[config.mk]
export PLATFORM = sky130hd
export DESIGN_NAME = gray_counter
export DESIGN_NICKNAME = d
export VERILOG_FILES = /design/src/rtl/gray_counter.sv
export SDC_FILE = /design/constraint.sdc
export NUM_CORES = 1
export LEC_CHECK = 0
export ABC_AREA = 0
export BUFFER_PORTS_ARGS = -buffer_cell sky130_fd_sc_hd__buf_2
export CORE_AREA = 2 2 39 41
export DETAILED_ROUTE_END_ITERATION = 16
export DIE_AREA = 0 0 41 43
export PLACE_DENSITY = 0.59
export SLEW_MARGIN = 25
export SYNTH_ARGS = -nofsm -noshare
export SYNTH_HDL_FRONTEND = slang
export SYNTH_SLANG_ARGS = --single-unit
[constraint.sdc]
create_clock -name clk -period 4.9 [get_ports clk]
set_clock_uncertainty 0.2 [all_clocks]
set_input_delay 0.98 -clock clk [delete_from_list [all_inputs] [get_ports clk]]
set_output_delay 0.98 -clock clk [all_outputs]
set_load 0.01 [all_outputs]
[src/rtl/gray_counter.sv]
// gray_counter: up/down counter with registered Gray and binary counts, sync load and wrap flag
module gray_counter #(
    parameter int WIDTH = 4
) (
    input  logic             clk,
    input  logic             rst_n,
    input  logic             en,
    input  logic             up_dn,
    input  logic             load,
    input  logic [WIDTH-1:0] load_bin,
    output logic [WIDTH-1:0] gray,
    output logic [WIDTH-1:0] bin,
    output logic             wrap
);

    logic [WIDTH-1:0] step_bin;
    logic [WIDTH-1:0] next_bin;
    logic             step_wrap;
    logic             next_wrap;

    // one count step in the requested direction and whether it crosses the range boundary
    always_comb begin
        step_bin  = up_dn ? bin + WIDTH'(1) : bin - WIDTH'(1);
        step_wrap = up_dn ? &bin : ~|bin;
    end

    // load beats count beats hold; wrap only survives a real count step
    always_comb begin
        next_bin  = load ? load_bin : en ? step_bin : bin;
        next_wrap = !load && en && step_wrap;
    end

    // gray is encoded from the same next value as bin so the two can never disagree
    always_ff @(posedge clk) begin
        if (!rst_n) begin
            bin  <= '0;
            gray <= '0;
            wrap <= 1'b0;
        end else begin
            bin  <= next_bin;
            gray <= next_bin ^ (next_bin >> 1);
            wrap <= next_wrap;
        end
    end

endmodule


==> flow_summary.ini <==
[status]
outcome = finished, final reports clean

[grt]
grt_max_degree = 12
grt_pass1_wl_mm = 1.62
grt_pass1_vias = 387
gr-total-overflow = 0
antenna_found_initial = 0
grt_usage = 0.138

[sta]
setup_viol = 0
relSlewSlack = 0.701
slew_violations = 0
min_period_ns = 2.61
hold_viol_final = 0
finalCritPeriodShare = 0.532
tns_ns = 0
max_freq_mhz = 383
rsz0062_at_grt = no
tightest_slew_ns = 0.447

[clock_tree]
clock_latency_ns = 0.25
path_clk_slew_ns = 0.05
cts-buffers-inserted = 3
cts_setup_buffers = 0
cts_tree = yes
cts_htree_levels = 1
cts_sinks = 8
cts-root-buf = clkbuf_4
hold_buffers = 0
cts_resized = 0
cts_buffer_depth = 2

[critical_path]
crit_required_ns = 4.84
slowest_stage = fa_1
startpoint_type = primary input
critPathTopFamily = adder cells
arrival_ns = 2.55
crit_chain = buf_2, inv_1, fa_1, xnor2_1, a211oi_1, nor3_1, mux2_4
critPathMaxStageDelay_ns = 0.44
endpoint_kind = flop
cp_num_buf_inv = 2
worst-setup-path-type = primary input to flop
crit_fanout = 5

[synthesis]
synth_cell_types = 33
avgSynthCellArea_um2 = 9.25
synthCells = 53
synthDominantCellAreaShare = 0.327
synth-simple-area-share = 0.227
yosys.area_share.xor_xnor = 0.0536
ys_seq_elements = 8
yosysWarnings = 0
synthTopCellsByArea = dfxtp_1 33%, ha_1 5.1%, nor2_1 4.6%
yosys.area_share.adder = 0.0918
muxShareOfSynthArea = 0.0944
synth_top_area_cell = dfxtp_1
synth_top_family_by_area = simple AND/OR/NAND/NOR gates
synth_edf_count = 0
synth_compound_area_frac = 0.153
synth_async_sr_flop_share = 0
seq_area_frac_synth = 0.327
syn_nets = 65
syn_area_um2 = 490
ys.flop_type = dfxtp_1

[detailed_routing]
routed_via_density = 5.14
vias = 442
wl_per_cell_um = 11.7
drt_iter0_drc = 8
route.detailed.drc = 0
drtAntennaViolNets = 0
routed_wl_mm = 1.01
drtPass1Iterations = 3

[place]
place_area_um2 = 577
buffer_ports.inserted = 17
place_congestion = 0.779
hpwl_um = 729

[floorplan]
die_w_um = 41
io_pins = 18
die_y_um = 43
die_area_mm2 = 0.00176
initial_utilization = 0.354
core_area_mm2 = 0.00138
placement_rows = 14

[hold_path]
holdCritPathClass = flop to flop

[layout]
area_growth_pct = 22.2
drive_above_1_share = 0.329
num-nets-final = 84
num-fill-cells = 155
final_area_um2 = 599
num_antenna_cells = 0

[job]
maxCapViolCount = 0

[power]
power-per-cell-area_mw_per_mm2 = 294
leakagePower_nw = 0.290
peakVddDrop_mv = 0.120
## flip-flops by register name, indices dropped and copies added, names as in the netlist
name	cells
gray	4
wrap	1
bin	3
## cells by family after synthesis
kind of cell	after synthesis
XOR/XNOR	3
multiplexers	4
buffers and inverters	5
AO/OA/AOI/OAI	11
flip-flops	8
AND/OR/NAND/NOR	19
adder cells (fa/ha/maj)	3
## cells in the mapped netlist, drive strengths merged, types with 2 or more instances
cell	instances
mux2	2
nor3	2
mux2i	2
ha	2
buf	2
nor2	6
inv	2
xnor2	2
dfxtp	8
a21oi	3
nand3	2
## cell usage in the layout, fill, tap and decap left out
cell and n:
nor3_1 2, clkbuf_4 3, mux2i_1 2, mux2_4 1, or3_1 1, nand2_1 1
a21oi_1 3, nor4bb_1 1, nand3_1 1, a221o_1 1, a211oi_1 1, fa_1 1
dfxtp_1 8, nand3b_1 1, a22oi_1 1, o21ai_0 1, or4b_1 1, inv_1 2
nand3_2 1, nor3b_1 1, nand4_1 1, buf_2 17, xnor2_1 2, and2_1 1
nor4_1 1, xor2_1 1, a31oi_1 1, o21a_1 1, nor2_1 6, o2bb2ai_1 1
mux2_2 1, a21o_1 1, ha_1 2
## worst paths after layout
path         startpoint       to  slack, ns  cells after the start
max reg2reg      bin[0]  gray[1]       2.80                      5
max               up_dn  gray[2]       2.29                      7
min              bin[2]     wrap       0.47                      4
min reg2reg      bin[2]     wrap       0.47                      4
## cell type report
type / count / area [um2] / area share
well taps: 16 / 20.0 / 0.0334
flip-flops and latches: 8 / 160 / 0.267
repair buffers: 17 / 85.1 / 0.142
clock buffers: 3 / 22.5 / 0.0376
multi-input cells: 40 / 304 / 0.507
inverters: 2 / 7.51 / 0.0125
## power breakdown
part | total [W] | switching, W | leakage [nW] | internal, W
Combinational | 0.0000489 | 0.0000248 | 0.210 | 0.0000242
Clock | 0.0000496 | 0.0000216 | 0.0138 | 0.0000280
Sequential | 0.0000776 | 0.00000590 | 0.0663 | 0.0000717
## layer usage
layer  share of wire  track usage
met1            0.45        0.175
met2            0.50        0.194
met3           0.057       0.0942
met4               0       0.0200
met5               0            0
## worst register-to-register path, cell delays in order (launching register included)
cell	delay, ns
dfxtp_1	0.47
fa_1	0.47
mux2_2	0.27
mux2i_1	0.31
o21ai_0	0.17
a21oi_1	0.14
## through the flow
| step | total power, W | cells | setup WS, ns | hold slack (ns) | utilization |
|---|---|---|---|---|---|
| global placement | 0.000127 | 83 | 2.07 | 0.483 | 0.417 |
| global route | 0.000190 | 86 | 2.18 | 0.538 | 0.433 |
| floorplan | 0.000113 | 53 | 2.29 | 0.461 | - |
| CTS | 0.000179 | 86 | 2.30 | 0.487 | 0.433 |
| detailed placement | 0.000127 | 83 | 2.04 | 0.477 | 0.417 |
| finish | 0.000176 | 86 | 2.29 | 0.473 | 0.433 |
Note: power is estimated with default switching activity, not from simulation.
